$ cat config.mk
export PLATFORM = sky130hd
export DESIGN_NAME = wdt_multi_channel_flat
export DESIGN_NICKNAME = d
export VERILOG_FILES = /design/src/rtl/wdt_multi_channel_pkg.sv /design/src/rtl/wdt_multi_channel_if.sv /design/src/rtl/wdt_multi_channel_channel.sv /design/src/rtl/wdt_multi_channel.sv /design/src/flat_wrapper.sv
export SDC_FILE = /design/constraint.sdc
export NUM_CORES = 1
export LEC_CHECK = 0
export CAP_MARGIN = 20
export CORE_MARGIN = 3
export CORE_UTILIZATION = 50
export CTS_CLUSTER_DIAMETER = 120
export DETAILED_ROUTE_END_ITERATION = 8
export GPL_TIMING_DRIVEN = 0
export PLACE_DENSITY = 0.79
export RECOVER_POWER = 50
export SYNTH_ARGS = -nofsm -noshare
export SYNTH_HDL_FRONTEND = slang
export SYNTH_SLANG_ARGS = --single-unit
$ cat constraint.sdc
create_clock -name clk -period 3.57 [get_ports clk]
set_input_delay 0.714 -clock clk [delete_from_list [all_inputs] [get_ports clk]]
set_output_delay 0.714 -clock clk [all_outputs]
set_load 0.005 [all_outputs]
$ cat src/rtl/wdt_multi_channel_pkg.sv
// Shared types and default timing constants for the multi-channel watchdog.
// Also holds the parameter legality rule used at elaboration.
package wdt_pkg;

  typedef enum logic [1:0] {
    IDLE = 2'd0,
    RUN  = 2'd1,
    WARN = 2'd2,
    TRIP = 2'd3
  } wdt_state_e;

  localparam int DEF_NUM_CH      = 4;
  localparam int DEF_CNT_W       = 32;
  localparam int DEF_TIMEOUT     = 1000;
  localparam int DEF_WARN_MARGIN = 100;
  localparam int DEF_WINDOW_MIN  = 50;

  // The warning point and the window must both sit inside the counting range.
  function automatic bit wdt_params_legal(input int numCh, input int cntW, input int timeout,
                                          input int warnMargin, input int windowMin);
    longint lim;
    lim = (longint'(1) << cntW) - 1;
    return (numCh >= 1) && (cntW >= 2) && (cntW <= 62) &&
           (timeout >= 2) && (longint'(timeout) <= lim) &&
           (warnMargin >= 1) && (warnMargin <= timeout - 1) &&
           (windowMin >= 0) && (windowMin < timeout - warnMargin);
  endfunction

endpackage

$ cat src/rtl/wdt_multi_channel_if.sv
// Control and status bundle between the watchdog and its host logic.
interface wdt_multi_channel_if #(
  parameter int NUM_CH = 4
);
  logic [NUM_CH-1:0] enable;
  logic [NUM_CH-1:0] heartbeat;
  logic [NUM_CH-1:0] clear;
  logic              force_reset;
  logic              window_en;
  logic [NUM_CH-1:0] warning;
  logic [NUM_CH-1:0] triggered;
  logic [NUM_CH-1:0] early_kick;
  logic              trip_pulse;
  logic              sys_reset_req;

  modport master (
    output enable, heartbeat, clear, force_reset, window_en,
    input  warning, triggered, early_kick, trip_pulse, sys_reset_req
  );

  modport slave (
    input  enable, heartbeat, clear, force_reset, window_en,
    output warning, triggered, early_kick, trip_pulse, sys_reset_req
  );
endinterface

$ cat src/rtl/wdt_multi_channel_channel.sv
// One watchdog channel: IDLE/RUN/WARN/TRIP state machine, heartbeat counter
// and sticky trip flags, all registered.
module wdt_channel
  import wdt_pkg::*;
#(
  parameter int CNT_W       = DEF_CNT_W,
  parameter int TIMEOUT     = DEF_TIMEOUT,
  parameter int WARN_MARGIN = DEF_WARN_MARGIN,
  parameter int WINDOW_MIN  = DEF_WINDOW_MIN
) (
  input  logic clk,
  input  logic rstn,
  input  logic i_enable,
  input  logic i_heartbeat,
  input  logic i_clear,
  input  logic i_force,
  input  logic i_window_en,
  output logic o_warning,
  output logic o_triggered,
  output logic o_early_kick
);

  localparam logic [CNT_W-1:0] WARN_AT = CNT_W'(TIMEOUT - WARN_MARGIN - 1);
  localparam logic [CNT_W-1:0] LAST    = CNT_W'(TIMEOUT - 1);
  localparam logic [CNT_W-1:0] WIN_MIN = CNT_W'(WINDOW_MIN);

  wdt_state_e       r_state;
  logic [CNT_W-1:0] r_cnt;
  logic             r_warn;
  logic             r_trig;
  logic             r_early;
  logic             w_earlyHit;

  assign w_earlyHit = i_window_en && (r_cnt < WIN_MIN);

  // Counter is held on entry to TRIP so it never runs past TIMEOUT-1.
  always_ff @(posedge clk or negedge rstn) begin
    if (!rstn) begin
      r_state <= IDLE;
      r_cnt   <= '0;
      r_warn  <= 1'b0;
      r_trig  <= 1'b0;
      r_early <= 1'b0;
    end else if (i_force && i_enable && (r_state != TRIP)) begin
      r_state <= TRIP;
      r_warn  <= 1'b0;
      r_trig  <= 1'b1;
      r_early <= 1'b0;
    end else begin
      case (r_state)
        IDLE: begin
          r_cnt <= '0;
          if (i_enable) r_state <= RUN;
        end
        RUN, WARN: begin
          if (!i_enable) begin
            r_state <= IDLE;
            r_cnt   <= '0;
            r_warn  <= 1'b0;
          end else if (i_heartbeat) begin
            r_warn <= 1'b0;
            if (w_earlyHit) begin
              r_state <= TRIP;
              r_trig  <= 1'b1;
              r_early <= 1'b1;
            end else begin
              r_state <= RUN;
              r_cnt   <= '0;
            end
          end else if ((r_state == RUN) && (r_cnt == WARN_AT)) begin
            r_state <= WARN;
            r_cnt   <= r_cnt + 1'b1;
            r_warn  <= 1'b1;
          end else if ((r_state == WARN) && (r_cnt == LAST)) begin
            r_state <= TRIP;
            r_warn  <= 1'b0;
            r_trig  <= 1'b1;
          end else begin
            r_cnt <= r_cnt + 1'b1;
          end
        end
        TRIP: begin
          // A simultaneous force on an enabled channel keeps it tripped.
          if (i_clear && !(i_force && i_enable)) begin
            r_state <= i_enable ? RUN : IDLE;
            r_cnt   <= '0;
            r_trig  <= 1'b0;
            r_early <= 1'b0;
          end
        end
        default: begin
          r_state <= IDLE;
          r_cnt   <= '0;
        end
      endcase
    end
  end

  assign o_warning    = r_warn;
  assign o_triggered  = r_trig;
  assign o_early_kick = r_early;

  a_trigSticky: assert property (@(posedge clk) disable iff (!rstn)
    (r_trig && !i_clear) |=> r_trig);
  a_noOverflow: assert property (@(posedge clk) disable iff (!rstn) r_cnt <= LAST);

  c_idle: cover property (@(posedge clk) disable iff (!rstn) r_state == IDLE);
  c_run:  cover property (@(posedge clk) disable iff (!rstn) r_state == RUN);
  c_warn: cover property (@(posedge clk) disable iff (!rstn) r_state == WARN);
  c_trip: cover property (@(posedge clk) disable iff (!rstn) r_state == TRIP);

endmodule

$ cat src/rtl/wdt_multi_channel.sv
// Multi-channel watchdog top: per-channel timers plus trip aggregation into
// a single registered system reset request and a one-cycle new-trip pulse.
module wdt_multi_channel
  import wdt_pkg::*;
#(
  parameter int NUM_CH      = DEF_NUM_CH,
  parameter int CNT_W       = DEF_CNT_W,
  parameter int TIMEOUT     = DEF_TIMEOUT,
  parameter int WARN_MARGIN = DEF_WARN_MARGIN,
  parameter int WINDOW_MIN  = DEF_WINDOW_MIN
) (
  input  logic                 clk,
  input  logic                 rstn,
  wdt_multi_channel_if.slave   bus
);

  if (!wdt_params_legal(NUM_CH, CNT_W, TIMEOUT, WARN_MARGIN, WINDOW_MIN)) begin : g_badParams
    $error("wdt_multi_channel: illegal NUM_CH/CNT_W/TIMEOUT/WARN_MARGIN/WINDOW_MIN combination");
  end

  logic [NUM_CH-1:0] w_warn;
  logic [NUM_CH-1:0] w_trig;
  logic [NUM_CH-1:0] w_early;
  logic [NUM_CH-1:0] r_trigDly;
  logic              r_sysReq;
  logic              r_pulse;

  for (genvar i = 0; i < NUM_CH; i++) begin : g_ch
    wdt_channel #(
      .CNT_W       (CNT_W),
      .TIMEOUT     (TIMEOUT),
      .WARN_MARGIN (WARN_MARGIN),
      .WINDOW_MIN  (WINDOW_MIN)
    ) u_channel (
      .clk          (clk),
      .rstn         (rstn),
      .i_enable     (bus.enable[i]),
      .i_heartbeat  (bus.heartbeat[i]),
      .i_clear      (bus.clear[i]),
      .i_force      (bus.force_reset),
      .i_window_en  (bus.window_en),
      .o_warning    (w_warn[i]),
      .o_triggered  (w_trig[i]),
      .o_early_kick (w_early[i])
    );
  end

  // Pulse on any per-channel rising trip, lined up with sys_reset_req rising.
  always_ff @(posedge clk or negedge rstn) begin
    if (!rstn) begin
      r_trigDly <= '0;
      r_sysReq  <= 1'b0;
      r_pulse   <= 1'b0;
    end else begin
      r_trigDly <= w_trig;
      r_sysReq  <= |w_trig;
      r_pulse   <= |(w_trig & ~r_trigDly);
    end
  end

  assign bus.warning       = w_warn;
  assign bus.triggered     = w_trig;
  assign bus.early_kick    = w_early;
  assign bus.trip_pulse    = r_pulse;
  assign bus.sys_reset_req = r_sysReq;

endmodule
$ cat src/flat_wrapper.sv
// flat-port wrapper written by rule: the top's interface ports become plain ports
module wdt_multi_channel_flat import wdt_pkg::*;
#(
  parameter int NUM_CH      = DEF_NUM_CH,
  parameter int CNT_W       = DEF_CNT_W,
  parameter int TIMEOUT     = DEF_TIMEOUT,
  parameter int WARN_MARGIN = DEF_WARN_MARGIN,
  parameter int WINDOW_MIN  = DEF_WINDOW_MIN
)
  (clk, rstn, bus_enable, bus_heartbeat, bus_clear, bus_force_reset, bus_window_en, bus_warning, bus_triggered, bus_early_kick, bus_trip_pulse, bus_sys_reset_req);
  wdt_multi_channel_if #(.NUM_CH(NUM_CH)) bus_i ();
  input  logic clk;
  input  logic rstn;
  input wire logic [$bits(bus_i.enable)-1:0] bus_enable;
  input wire logic [$bits(bus_i.heartbeat)-1:0] bus_heartbeat;
  input wire logic [$bits(bus_i.clear)-1:0] bus_clear;
  input wire logic [$bits(bus_i.force_reset)-1:0] bus_force_reset;
  input wire logic [$bits(bus_i.window_en)-1:0] bus_window_en;
  output wire logic [$bits(bus_i.warning)-1:0] bus_warning;
  output wire logic [$bits(bus_i.triggered)-1:0] bus_triggered;
  output wire logic [$bits(bus_i.early_kick)-1:0] bus_early_kick;
  output wire logic [$bits(bus_i.trip_pulse)-1:0] bus_trip_pulse;
  output wire logic [$bits(bus_i.sys_reset_req)-1:0] bus_sys_reset_req;
  assign bus_i.enable = bus_enable;
  assign bus_i.heartbeat = bus_heartbeat;
  assign bus_i.clear = bus_clear;
  assign bus_i.force_reset = bus_force_reset;
  assign bus_i.window_en = bus_window_en;
  assign bus_warning = bus_i.warning;
  assign bus_triggered = bus_i.triggered;
  assign bus_early_kick = bus_i.early_kick;
  assign bus_trip_pulse = bus_i.trip_pulse;
  assign bus_sys_reset_req = bus_i.sys_reset_req;
  wdt_multi_channel #(.NUM_CH(NUM_CH), .CNT_W(CNT_W), .TIMEOUT(TIMEOUT), .WARN_MARGIN(WARN_MARGIN), .WINDOW_MIN(WINDOW_MIN)) u_core (.clk(clk), .rstn(rstn), .bus(bus_i));
endmodule
; Word level (Yosys, flattened, before mapping)
; Index checks and enable logic that the tools add are counted.
[word_totals]
latchBits = 0
regBits = 154
ram_bits = 0
n_memories = 0
out_inout_bits = 14
mem_bits_ro = 0
elab_cells = 319
[op_classes]
add_sub_neg = 4
n_reduce_logical = 66
div_mod_pow = 0
n_bitwise = 6
n_mul = 0
shift = 0
n_eq_ne = 76
magnitude_cmp = 4
mux = 140
[ops]
columns = operator, n
row1 = 32-bit 2-to-1 mux, 24
row2 = 32-bit one-hot mux with 3 select lines, 4
row3 = 32-bit by 10-bit == test with 1-bit output (second input constant), 8
row4 = 32-bit by 1-bit adder with 32-bit output (second input constant), 4
row5 = 32-bit by 6-bit less-than comparator with 1-bit output (second input constant), 4
row6 = 1-bit 2-to-1 mux, 68
row7 = 2-bit 2-to-1 mux, 32
row8 = 4-bit != test (second input constant), 16
row9 = 3-bit != test (second input constant), 20
row10 = 1-bit logical AND, 24
row11 = 6-bit != test (second input constant), 4
row12 = 2-bit one-hot mux with 3 select lines, 4
row13 = 6-bit AND reduction, 4
row14 = 5-bit by 1-bit != test with 1-bit output (second input constant), 4
row15 = 5-bit != test (second input constant), 4
row16 = 5-bit AND reduction, 4
row17 = 2-bit == test (second input constant), 8
row18 = 2-bit != test (second input constant), 8
row19 = 1-bit one-hot mux with 2 select lines, 8
row20 = 4-bit AND reduction, 4
row21 = 3-bit AND reduction, 4
row22 = 3-bit nonzero test, 4
row23 = 2-bit by 1-bit == test with 1-bit output (second input constant), 4
row24 = 2-bit logical NOT, 4
row25 = other kinds (8), 24

; Logic depth before layout (Yosys ltp)
; Gate-level depths: netlist (run 1).
[logic_depth]
ltp_word = 8
mapped_depth = 10
mapped_depth_nobuf = 8

; Hierarchy
; Synthesis (run 1) repeated with hierarchy kept, for this count alone.
[hier_totals]
hier_cells = 1154
hier_area_um2 = 10236.1
[by_module_without_submodules]
columns = module, area_per_inst_um2, instances, cells_each, seq_area_each_um2
row1 = wdt_channel at u_core.g_ch[0].u_channel ..., 2504.9, 3, 286, 925.9
row2 = wdt_channel at u_core.g_ch[3].u_channel, 2531.2, 1, 284, 925.9
row3 = wdt_multi_channel, 190.2, 1, 12, 150.1

; Worst setup path before layout (run 1)
; OpenSTA, ideal clock, no wires.
[synth_timing]
kind = register -> register
start = reg u_core.g_ch[0].u_channel.r_cnt[1]
end = reg u_core.g_ch[0].u_channel.r_cnt[28]
stages_incl_launch_ff = 9
period_less_slack_ns = 2.575
arrival_time_ns = 2.498
setup_time_ns = 0.077
path_slack_ns = 0.995
cell_sequence = dfrtp_1 > ha_1 > nand3_2 > or3_4 > or3_1 > buf_2 > or4_1 > or4_1 > a21oi_1
[synth_via]
elab_chain_len = 6
word_cells_on_any_way = 15
classes_between = add/sub (1) / order compare (1) / eq/ne (4) / mux (5) / reduce/logical (4)
[synth_rtl]
columns = item, line
row1 = "start, declared", wdt_multi_channel_channel.sv:28  ; logic [CNT_W-1:0] r_cnt;
row2 = "start signal, assigned", wdt_multi_channel_channel.sv:72  ; r_cnt <= r_cnt + 1'b1;
row3 = "start signal, assigned", wdt_multi_channel_channel.sv:79  ; r_cnt <= r_cnt + 1'b1;
row4 = 32-bit by 1-bit adder with 32-bit output / 32-bit by 10-bit == test with 1-bit output (equally long branches), "wdt_multi_channel_channel.sv:72, wdt_multi_channel_channel.sv:79, wdt_multi_channel_channel.sv:70"
row5 = 32-bit 2-to-1 mux / 1-bit logical AND (equally long branches), "wdt_multi_channel_channel.sv:74, wdt_multi_channel_channel.sv:70"
row6 = 32-bit 2-to-1 mux, wdt_multi_channel_channel.sv:70  ; end else if ((r_state == RUN) && (r_cnt == WARN_AT)) begin
row7 = 32-bit 2-to-1 mux, wdt_multi_channel_channel.sv:60  ; end else if (i_heartbeat) begin
row8 = 32-bit 2-to-1 mux, wdt_multi_channel_channel.sv:56  ; if (!i_enable) begin
row9 = 32-bit one-hot mux with 3 select lines, wdt_multi_channel_channel.sv:50  ; case (r_state)
; Parallel ways exist; a longest one is shown, timed or not. The select of a mux whose other input is x is not followed.
; A chain may end at the register's enable or synchronous reset.

; Final worst setup path (run 1)
[layout_timing]
start = in bus_enable[1]
end = reg u_core.g_ch[1].u_channel.r_cnt[23]
[layout_via]
elab_chain_len = 5
word_cells_on_any_way = 11
classes_between = eq/ne (3) / mux (2) / bitwise (1) / reduce/logical (5)
[layout_rtl]
columns = item, line
row1 = "start, declared", flat_wrapper.sv:14  ; input wire logic [$bits(bus_i.enable)-1:0] bus_enable;
row2 = 1-bit logical AND, "wdt_multi_channel_channel.sv:44, wdt_multi_channel_channel.sv:84"
row3 = 1-bit logical NOT, wdt_multi_channel_channel.sv:84  ; if (i_clear && !(i_force && i_enable)) begin
row4 = 1-bit logical AND, wdt_multi_channel_channel.sv:84
row5 = 2-bit != test (no line), n/a
row6 = 4-bit AND reduction (no line), n/a
row7 = "end signal, assigned", wdt_multi_channel_channel.sv:72
row8 = "end signal, assigned", wdt_multi_channel_channel.sv:79
row9 = "end, declared", wdt_multi_channel_channel.sv:28
; Parallel ways exist; a longest one is shown, timed or not.

==> flow_results.org, run 1 <==
** Status
- Status :: finished with violations
- Failing checks :: capacitance limit, slew limit

** Synthesis
- The synthesized design contains 0 enable-type register cells.
- Post-synth top area cell :: sky130_fd_sc_hd__dfrtp_1
- Share of async-settable or async-resettable flops after synthesis :: 100%
- After synthesis the cells add up to 9640 sq um.
- Share of the synthesized area in the top cell type :: 40.0%
- Synthesis handed over a netlist of 1174 instances.
- Share of the yosys chip area belonging to registers :: 40.0%
- Average size of a mapped cell :: 8.21 sq um
- Top area cells in the synthesized netlist :: sky130_fd_sc_hd__dfrtp_1, sky130_fd_sc_hd__o21ai_0, sky130_fd_sc_hd__nand2_1
- Total of flip-flops plus latches after synthesis :: 154
- Unique masters post-synth :: 70
- The most used flip-flop cell after synthesis is sky130_fd_sc_hd__dfrtp_1.
- Yosys printed 0 warnings.
- Synthesis produced a netlist with a net count of 1214.

** Placed design
- The wire-length estimate of the detail-placed layout is 17800 microns.
- I/O Buffers :: 28
- Routability-driven placement finished with a final weighted congestion of 0.930.

** Hold path
- Min-delay worst type :: flip-flop to flip-flop

** Power and ir drop
- In this run the power density over the cells is 495 nW/um^2.
- The analysis attributes to cell leakage a power of 4.34 nW.
- Sum of internal, switching and leakage power :: 0.00535 W
- Across the VDD grid, the largest voltage drop is 0.328 mV.

** STA
- Headroom to the max-slew limit came out at -11.5%.
- The count of final max-slew check failures came to 70.
- Min cycle time layout :: 3.24 ns
- After layout, the worst path uses 90.7% of the clock period.
- Setup repair after global routing left no endpoint under its margin.
- At the pin with the least slew margin, the transition time is 1.67 ns.
- Final sum of negative setup slack :: 0 ns
- Setup violations remaining at the end of the flow were counted as 0.
- Fmax :: 309 MHz
- Worst Clk Skew :: 0.0123 ns
- The number of endpoints with negative hold slack in the final report is 0.

** Cells and area
- From synthesis to final layout, the design area changed by 12.0%.
- The library cells used most frequently in the layout, excluding fill and tap cells, are sky130_fd_sc_hd__o21ai_0, sky130_fd_sc_hd__dfrtp_1, sky130_fd_sc_hd__nand2_1, sky130_fd_sc_hd__nor2_1, sky130_fd_sc_hd__a21oi_1.
- In the final layout, the multi-input gates occupy 5280 sq um.
- Final net count :: 1263
- Cells with a size suffix above 1 make up 6.48% of the layout.
- Area used by sequential logic in the layout :: 3850 sq um
- Most frequent standard cell in the layout excluding fill and tap cells :: sky130_fd_sc_hd__o21ai_0
- Fill cells in the final layout number 1706.
- Antenna diode instance count :: 0

** GRT
- The first global-routing pass estimated 43000 microns of wire.
- The total overflow left after global routing is 0.
- Total track usage :: 25.1%
- Number of global-route vias before repair :: 8819
- The initial antenna violation count came to 0.
- Maximum number of pins on one net before global-route repair :: 87

** Floorplanning
- Die extent in y :: 145 microns
- Initial Util :: 51.2%
- In this run the count of I/O pins placed on the die edge is 30.
- The floorplan has 50 rows.
- The die covers 21000 sq um.
- The core region is 18800 sq um.
- DIE WIDTH :: 145 microns

** Clock tree
- Buffers inserted during clock tree synthesis total 17.
- Number of clock sinks seen by CTS :: 154
- Clock-pin slew on the worst setup and hold paths :: 0.06 ns
- The number of setup buffers added after CTS is 0.
- Clk root buf :: sky130_fd_sc_hd__clkbuf_16
- The H-tree was split into 4 levels.
- No sink is reached through more buffers than the 2 on the longest clock path.
- Later-pin clock latency in the skew report :: 0.43 ns
- Count of hold-fix buffers inserted at cts :: 0
- TritonCTS clock tree :: built
- In this run, post-CTS repair resized a total of 0 instances.

** Worst setup path
- For the worst setup path, the data required time is 3.89 ns.
- Traced cell by cell, the critical path runs through clkdlybuf4s50_1, nor2b_1, and2_1, clkbuf_1, and2_1, and2_1, clkbuf_1, clkbuf_2, nand2_1, o21ai_0.
- Of all nets on the critical path, the largest fanout is 10.
- Data arrival time at the worst-slack endpoint :: 3.56 ns
- The critical path is of the primary input to flip-flop type.
- Reg2Reg Setup Slack :: 0.33 ns
- Crit-path most repeated cell :: sky130_fd_sc_hd__and2_1
- Family with the most delay on the worst path :: buffers and inverters
- CP peak stage delay :: 0.62 ns
- Buffer and inverter count on the worst path :: 4
- Endpoint kind of the worst setup timing path :: flip-flop
- Cell type of the slowest stage on the worst timing path :: sky130_fd_sc_hd__clkdlybuf4s50_1
- Startpoint kind of the worst setup timing path :: primary input

** Drt
- Vias :: 9447
- Once detail routing completed, the nets flagged for antenna violations numbered 0.
- After detailed routing, the number of remaining DRC violations is 0.
- Length of the first detailed-routing pass in iterations :: 6
- Initial drt markers :: 1060
- After detailed routing, the number of vias per cell comes to 6.32.
- Wire length per cell after detailed routing :: 17.0 microns
- Total Wirelength :: 25400 microns

** Run
- Max-cap violation count :: 1
[registers in the layout, summed over array words and instances, names as in the netlist]
register	cells
u_core.g_ch.u_channel.o_warning	4
u_core.r_trigDly	4
u_core.bus.sys_reset_req	1
u_core.bus.trip_pulse	1
u_core.g_ch.u_channel.o_early_kick	4
u_core.g_ch.u_channel.r_cnt	128
u_core.g_ch.u_channel.o_triggered	4
u_core.g_ch.u_channel.r_state	8
[power breakdown]
| part | internal (W) | leakage [nW] | switching (W) |
|---|---|---|---|
| clock | 0.000967 | 0.253 | 0.000742 |
| sequential | 0.00187 | 2.09 | 0.000114 |
| combinational | 0.000621 | 2.00 | 0.00103 |
| total | 0.00346 | 4.34 | 0.00189 |
[path summary, 6_finish.rpt]
kind                       cells after the start                            endpoint                                  from
setup reg to reg                               8  u_core.g_ch[3].u_channel.r_cnt[13]    u_core.g_ch[3].u_channel.r_cnt[17]
max in group asynchronous                      2  u_core.g_ch[3].u_channel.r_cnt[14]                                  rstn
setup / recovery                              10  u_core.g_ch[1].u_channel.r_cnt[23]                         bus_enable[1]
min in group asynchronous                      1  u_core.g_ch[0].u_channel.r_cnt[29]                                  rstn
hold / removal                                 0                 u_core.r_trigDly[3]  u_core.g_ch[3].u_channel.o_triggered
hold reg to reg                                0                 u_core.r_trigDly[3]  u_core.g_ch[3].u_channel.o_triggered
[cell type report]
cell class,count,area share (%)
sequential,154,35.7
tap,260,3.01
clock buffer,19,4.10
inverter,35,1.22
clock inverter,11,0.927
buffer,72,3.43
multi-input combinational,913,48.9
timing repair buffer,30,2.67
[metrics by stage]
| stage | cell area, sq um | setup WS [ns] | cells | hold WS, ns | util, % |
|---|---|---|---|---|---|
| 2_1_floorplan | 9640 | 0.995 | 1174 | 0.387 | - |
| 3_3_place_gp | 10200 | -4.51 | 1462 | 0.453 | 54.4 |
| 3_5_place_dp | 10300 | -0.178 | 1464 | 0.464 | 54.6 |
| 4_1_cts | 10800 | 0.235 | 1494 | 0.298 | 57.5 |
| 5_1_grt | 10800 | 0.0935 | 1494 | 0.489 | 57.3 |
| 6_report | 10800 | 0.333 | 1494 | 0.476 | 57.3 |
[synthesized netlist by cell type, drive strengths merged (4+ instances only)]
| cell | n |
|---|---|
| a211oi | 4 |
| a21o | 5 |
| a21oi | 62 |
| a31oi | 48 |
| a41oi | 5 |
| and2 | 16 |
| and3 | 27 |
| and4 | 13 |
| buf | 23 |
| clkbuf | 49 |
| dfrtp | 154 |
| ha | 24 |
| inv | 35 |
| mux2i | 8 |
| nand2 | 112 |
| nand2b | 8 |
| nand3 | 59 |
| nand4 | 47 |
| nor2 | 101 |
| nor2b | 4 |
| nor3 | 33 |
| nor3b | 5 |
| nor4 | 34 |
| o2111ai | 4 |
| o211ai | 5 |
| o21a | 5 |
| o21ai | 157 |
| o31ai | 37 |
| o41ai | 6 |
| or2 | 8 |
| or3 | 16 |
| or4 | 20 |
| xor2 | 5 |
[per-layer routing]
metal	global-route usage, %	part of all wire [%]	routed length, microns	vias up
met5	0	0	0	-
met4	7.61	1.7	440	0
met3	5.49	5.7	1450	48
met2	39.7	47	12000	331
met1	34.6	45	11600	4564
li1	-	-	-	4504
[logic make-up after synthesis]
| kind of cell | synth area share [%] |
|---|---|
| AOI/OAI and AO/OA | 22.3 |
| xor gates and xnor gates | 0.545 |
| adders and majority gates | 3.12 |
| buffers and inverters | 5.19 |
| DFF | 40.0 |
| muxes | 1.18 |
| and+or+nand+nor | 27.7 |
No activity file was read; power rests on OpenSTA's default activity.
==> inputs of run 2 (changes only) <==
- CORE_UTILIZATION: 50 -> 60
- PLACE_DENSITY: 0.79 -> 0.9
==> run 2 against run 1 <==
The run still ends with capacitance limit, slew limit left. Power is 2.0% higher. Clock power grew 7%. Fmax shrank 1.9%. Non-clock buffer count is the same. Flip-flop and latch count is the same. Combinational power is essentially flat. Final cell count is 3.1% lower. Sequential power is essentially flat. Highest routed layer unchanged.
==> flow_results.org, run 2 (synthesis gave the netlist of run 1 again) <==
** Clock tree
- Buffers added to address setup during post-CTS repair amount to 0.
- For this design, the CTS-stage hold fixing added 0 buffers.
- Clk root buf :: sky130_fd_sc_hd__clkbuf_16
- Number of clock sinks seen by CTS :: 154
- Number of H-tree branching levels :: 4
- Gates resized, CTS repair :: 0
- In this run, CTS created clock tree buffers numbering 17.
- TritonCTS clock tree :: built
- No sink is reached through more buffers than the 2 on the longest clock path.
- At the later pin of the worst-skew pair, clock insertion delay measures 0.43 ns.
- After clock tree synthesis, the clock-pin slew on the worst setup and hold paths is 0.06 ns.

** GRT
- For this run, global-route usage on met3 was measured as 5.48%.
- Met2 capacity usage during global routing :: 44.8%
- Remaining global-route overflow :: 0
- Number of antenna violations at the first check in global routing :: 0
- Global routing consumed, on the met1 layer, 40.9% of the routing resources.
- The number of global-route vias before repair came to 8861.
- Maximum number of pins on one net before global-route repair :: 79
- Most utilized layer in the global route result :: met2
- First-pass GRT wire length :: 42400 microns
- Total track usage :: 28.9%

** Floorplanning
- Initial Util :: 62.2%
- The floorplan step defined a core boundary enclosing 15500 sq um.
- Top-Level Pins :: 30
- The initialized floorplan defines 45 standard-cell rows.
- In this run the vertical extent of the chip is 133 microns.
- DIE WIDTH :: 133 microns
- The die covers 17600 sq um.

** Power and ir drop
- VDD sags by at most 0.429 mV.
- Cell area power density :: 506 nW/um^2
- After layout, the design draws a total of 0.00545 W.
- P_leak :: 4.37 nW

** STA
- The worst pin sits at a relative slew slack of -24.2%.
- Worst Clk Skew :: 0.00789 ns
- Unrepaired setup endpoints after global routing :: false
- After layout, the worst path uses 92.4% of the clock period.
- Based on the critical path, the design can be clocked at up to 303 MHz.
- Count of pins over their slew limit :: 78
- Setup violations remaining at the end of the flow were counted as 0.
- In the final timing run, aggregate negative setup slack is 0 ns.
- Subtracting the final worst setup slack from the clock period gives 3.30 ns.
- For the pin with the worst max-slew slack, the measured transition is 1.86 ns.
- The number of endpoints with negative hold slack in the final report was 0.

** Status
- Status :: finished with violations
- Failing checks :: capacitance limit, slew limit

** Placed design
- The HPWL after detailed placement is 17100 microns.
- I/O Buffers :: 28
- Gp weighted congestion :: 0.944

** Cells and area
- Leaving out fill and tap cells, the most frequent cell in the layout is sky130_fd_sc_hd__o21ai_0.
- Area added between synthesis and finish :: 11.9%
- Layout cells sized above 1 :: 6.55%
- In the layout the commonest cells are sky130_fd_sc_hd__o21ai_0, sky130_fd_sc_hd__dfrtp_1, sky130_fd_sc_hd__nand2_1, sky130_fd_sc_hd__nor2_1, sky130_fd_sc_hd__a21oi_1.
- In the final design database the tool counted 1263 nets.
- In the final layout, the multi-input gates occupy 5280 sq um.
- Largest register by flop count :: u_core.g_ch.u_channel.r_cnt
- Area used by sequential logic in the layout :: 3850 sq um
- Number of flip-flops under the largest register name :: 128
- Fillers :: 1237
- Biggest regs :: u_core.g_ch.u_channel.r_cnt: 128 flops, u_core.g_ch.u_channel.r_state: 8 flops
- The number of antenna diodes in the final layout is 0.

** Drt
- Using the TritonRoute via totals, the vias-per-cell ratio works out to 6.68.
- DRC violations left :: 0
- Once detail routing completed, the nets flagged for antenna violations numbered 0.
- Length of the first detailed-routing pass in iterations :: 9
- Dividing the detail-routed wire length by the instance count gives 17.4 microns.
- Total Wirelength :: 25200 microns
- Initial drt markers :: 1323
- Vias :: 9663

** Worst setup path
- Required time of the critical path :: 3.92 ns
- CP peak stage delay :: 0.63 ns
- Category of the most critical setup path :: primary input to flip-flop
- Cell Chain, Critical Path :: clkdlybuf4s50_1, nor2b_1, and2_1, clkbuf_1, and2_1, and2_1, clkbuf_1, clkbuf_1, nand3_1, o21ai_0
- Startpoint kind of the worst setup timing path :: primary input
- The slowest stage of the critical path is the sky130_fd_sc_hd__clkdlybuf4s50_1 cell.
- Data arrival time at the worst-slack endpoint :: 3.65 ns
- STA classifies the critical path endpoint as a flip-flop.
- Crit Path Max Fanout :: 10

** Hold path
- Min-delay worst type :: flip-flop to flip-flop

** Run
- Max-cap violation count :: 1
==> run 2: cell count changes in the layout (fill, tap and decap cells not counted) <==
| cell | before | now |
|---|---|---|
| sky130_fd_sc_hd__bufinv_16 | 1 | 2 |
| sky130_fd_sc_hd__clkinv_2 | 3 | 4 |
| sky130_fd_sc_hd__clkbuf_1 | 47 | 48 |
| sky130_fd_sc_hd__clkinvlp_4 | 5 | 3 |
| sky130_fd_sc_hd__clkbuf_8 | 2 | 4 |
| sky130_fd_sc_hd__inv_6 | 1 | 0 |
| sky130_fd_sc_hd__buf_2 | 6 | 5 |
| sky130_fd_sc_hd__clkinv_4 | 1 | 2 |
==> run 2: worst max-delay path: cells and delay by family <==
| family | cells | cell delay, ns |
|---|---|---|
| compound gates | 1 | 0.18 |
| simple gates | 5 | 0.97 |
| buf+inv | 4 | 1.80 |
==> run 2: worst paths after layout <==
check                                                     start                                  to  slack, ns  depth (start not counted)
min in group asynchronous                                  rstn  u_core.g_ch[1].u_channel.r_cnt[21]       0.77                          1
min                        u_core.g_ch[1].u_channel.o_triggered                 u_core.r_trigDly[1]       0.45                          0
max                                               bus_enable[1]  u_core.g_ch[1].u_channel.r_cnt[21]       0.27                         10
max reg2reg                 u_core.g_ch[0].u_channel.r_state[0]   u_core.g_ch[0].u_channel.r_cnt[8]       0.45                          9
max in group asynchronous                                  rstn  u_core.g_ch[3].u_channel.r_cnt[28]       0.77                          2
min reg2reg                u_core.g_ch[1].u_channel.o_triggered                 u_core.r_trigDly[1]       0.45                          0
==> run 2: cell type report <==
cell class	instances	share of cell area, %
Tap cell	211	2.45
Clock inverter	11	1.11
Multi-Input combinational cell	913	49.0
Inverter	35	1.22
Timing Repair Buffer	30	2.67
Clock buffer	21	4.36
Buffer	72	3.42
Sequential cell	154	35.7
==> run 2: stage by stage <==
stage          setup WS, ns  util, %  cells  hold WS (ns)  area (sq um)
6_report              0.270     69.6   1447         0.449         10800
3_5_place_dp         -0.128     65.9   1414         0.427         10200
2_1_floorplan         0.995        -   1174         0.387          9640
5_1_grt              0.0576     69.6   1447         0.470         10800
3_3_place_gp          -4.38     65.8   1413         0.414         10200
4_1_cts               0.303     69.8   1446         0.328         10800
==> run 2: metal layers <==
metal / share of wire [%] / vias to the layer above
met5: 0 / -
met4: 1.9 / 0
met3: 7.5 / 61
met2: 46 / 529
met1: 44 / 4577
li1: - / 4496
==> run 2: power breakdown <==
part / leakage [nW] / internal, W / switching [W]
Combinational: 2.00 / 0.000619 / 0.00102
Clock: 0.285 / 0.00108 / 0.000745
Sequential: 2.09 / 0.00187 / 0.000119
==> inputs of run 3 (changes only) <==
- ABC_CLOCK_PERIOD_IN_PS: not set -> 3570
==> results of run 3 <==
Final layout, timing and power as in run 2 (identical DEF).
==> edit (flow settings as in run 3) <==
The package constant `DEF_NUM_CH` goes from 4 to 6.
--- a/src/rtl/wdt_multi_channel_pkg.sv
+++ b/src/rtl/wdt_multi_channel_pkg.sv
@@ -10,5 +10,5 @@
   } wdt_state_e;
 
-  localparam int DEF_NUM_CH      = 4;
+  localparam int DEF_NUM_CH      = 6;
   localparam int DEF_CNT_W       = 32;
   localparam int DEF_TIMEOUT     = 1000;
Ports: changed (6 resized); port bits go from 30 to 42. No check against the original RTL was run, so the function may have changed too.
==> edit against run 3 <==
  * The flow still finishes with violations (max-capacitance violations, max-slew violations)
  * Largest power group unchanged
  * Sequential share of layout area about the same
  * Total power increased by 54%
  * Worst setup slack better by 0.059 ns
  * Critical path type is now reg -> reg
  * Final area up 49%
  * Wire length up 50%
  * Sequential power grew 51%
  * Sequential cell count up 76
  * Largest cell class unchanged
  * Synthesized area is 49% higher
==> edit: results (changes against run 3) <==
The clock buffer and inverter area fraction after layout came out at 5.54% (+0.064 points). The number of search-and-repair iterations in the first detailed-routing pass is 8 (-1). The maximum resistive drop on vdd was 0.335 mV (-22%). The fill cell instance count of the final layout came out at 1784 (+44%).

The combinational logic power came out at 2610 uW (+59%). The cell count of the worst hold path was 1 (+1). The fraction of power consumed by sequential logic came out at 35.9% (-0.6 points).

The sequential fraction of the synthesis area came to 40.0% (+0.057 points). The clock tree buffer count of the final layout is 40 (+90%). The path with the worst hold slack has its endpoint at u_core.bus.trip_pulse. The reg-to-reg setup timing slack is 0.33 ns (-0.12 ns).

The number of I/O port buffers came out at 39 (+39%). The placed wire-length estimate after detailed placement was 25.8 mm (+51%). The maximum number of buffers from clock root to sink came out at 3 (+1). The total global routing track utilization came out at 28.5% (-0.36 points).

The number of buffers created by CTS was 26 (+9). The post-synthesis average cell area is 8.44 sq um (+2.8%). The share of final-layout standard cells stronger than drive strength 1 came out at 8.09% (+1.5 points). The layout inverter count without the clock tree came out at 55 (+57%). The checks that failed: max-capacitance violations, max-slew violations. The max-cap violation count came to 1 (unchanged). The run finished, with violations left. The adder and majority gate portion of the synthesized area came out at 3.13% (+0.018 points). The largest clock skew in the final design was 0.0123 ns (+0.00445 ns). The cell row count is 56 (+24%). The final max-slew violation count came to 39 (-50%). The launch point of the worst hold path is u_core.r_trigDly[0]. The final weighted congestion of routability-driven global placement is 0.908 (-3.9%). The slowest stage of the critical path belongs to the cell clkbuf_1.
edit: cell types whose count changed after synthesis, sizes merged, moves of 29 or more:
cell	change
a31oi	+41
buf	+29
nand2	+41
nor2	+71
dfrtp	+76
nand3	+30
edit: worst max-delay path, delay by kind of cell, from the launching register on:
kind,cells,cell delay (ns)
compound gates,3,0.88
fa+ha+maj,1,0.28
buf+inv,4,1.21
flops,1,0.37
simple gates,1,0.41
edit: per-stage QoR:
| step | worst slack (ns) | util (%) |
|---|---|---|
| 6_report | 0.329 | 68.4 |
| 5_1_grt | 0.165 | 68.4 |
| 4_1_cts | 0.413 | 68.5 |
| 3_5_place_dp | 0.0200 | 64.7 |
| 3_3_place_gp | -7.96 | 64.4 |
| 2_1_floorplan | 1.26 | - |
edit: layer usage:
metal  vias to the layer above  track usage (%)  routed length (um)
met5                         -                0                   0
met2                       727             47.1               17900
li1                       6527                -                   -
met4                         0             10.1                1300
met3                       120             3.64                2970
met1                      6743             38.9               15600
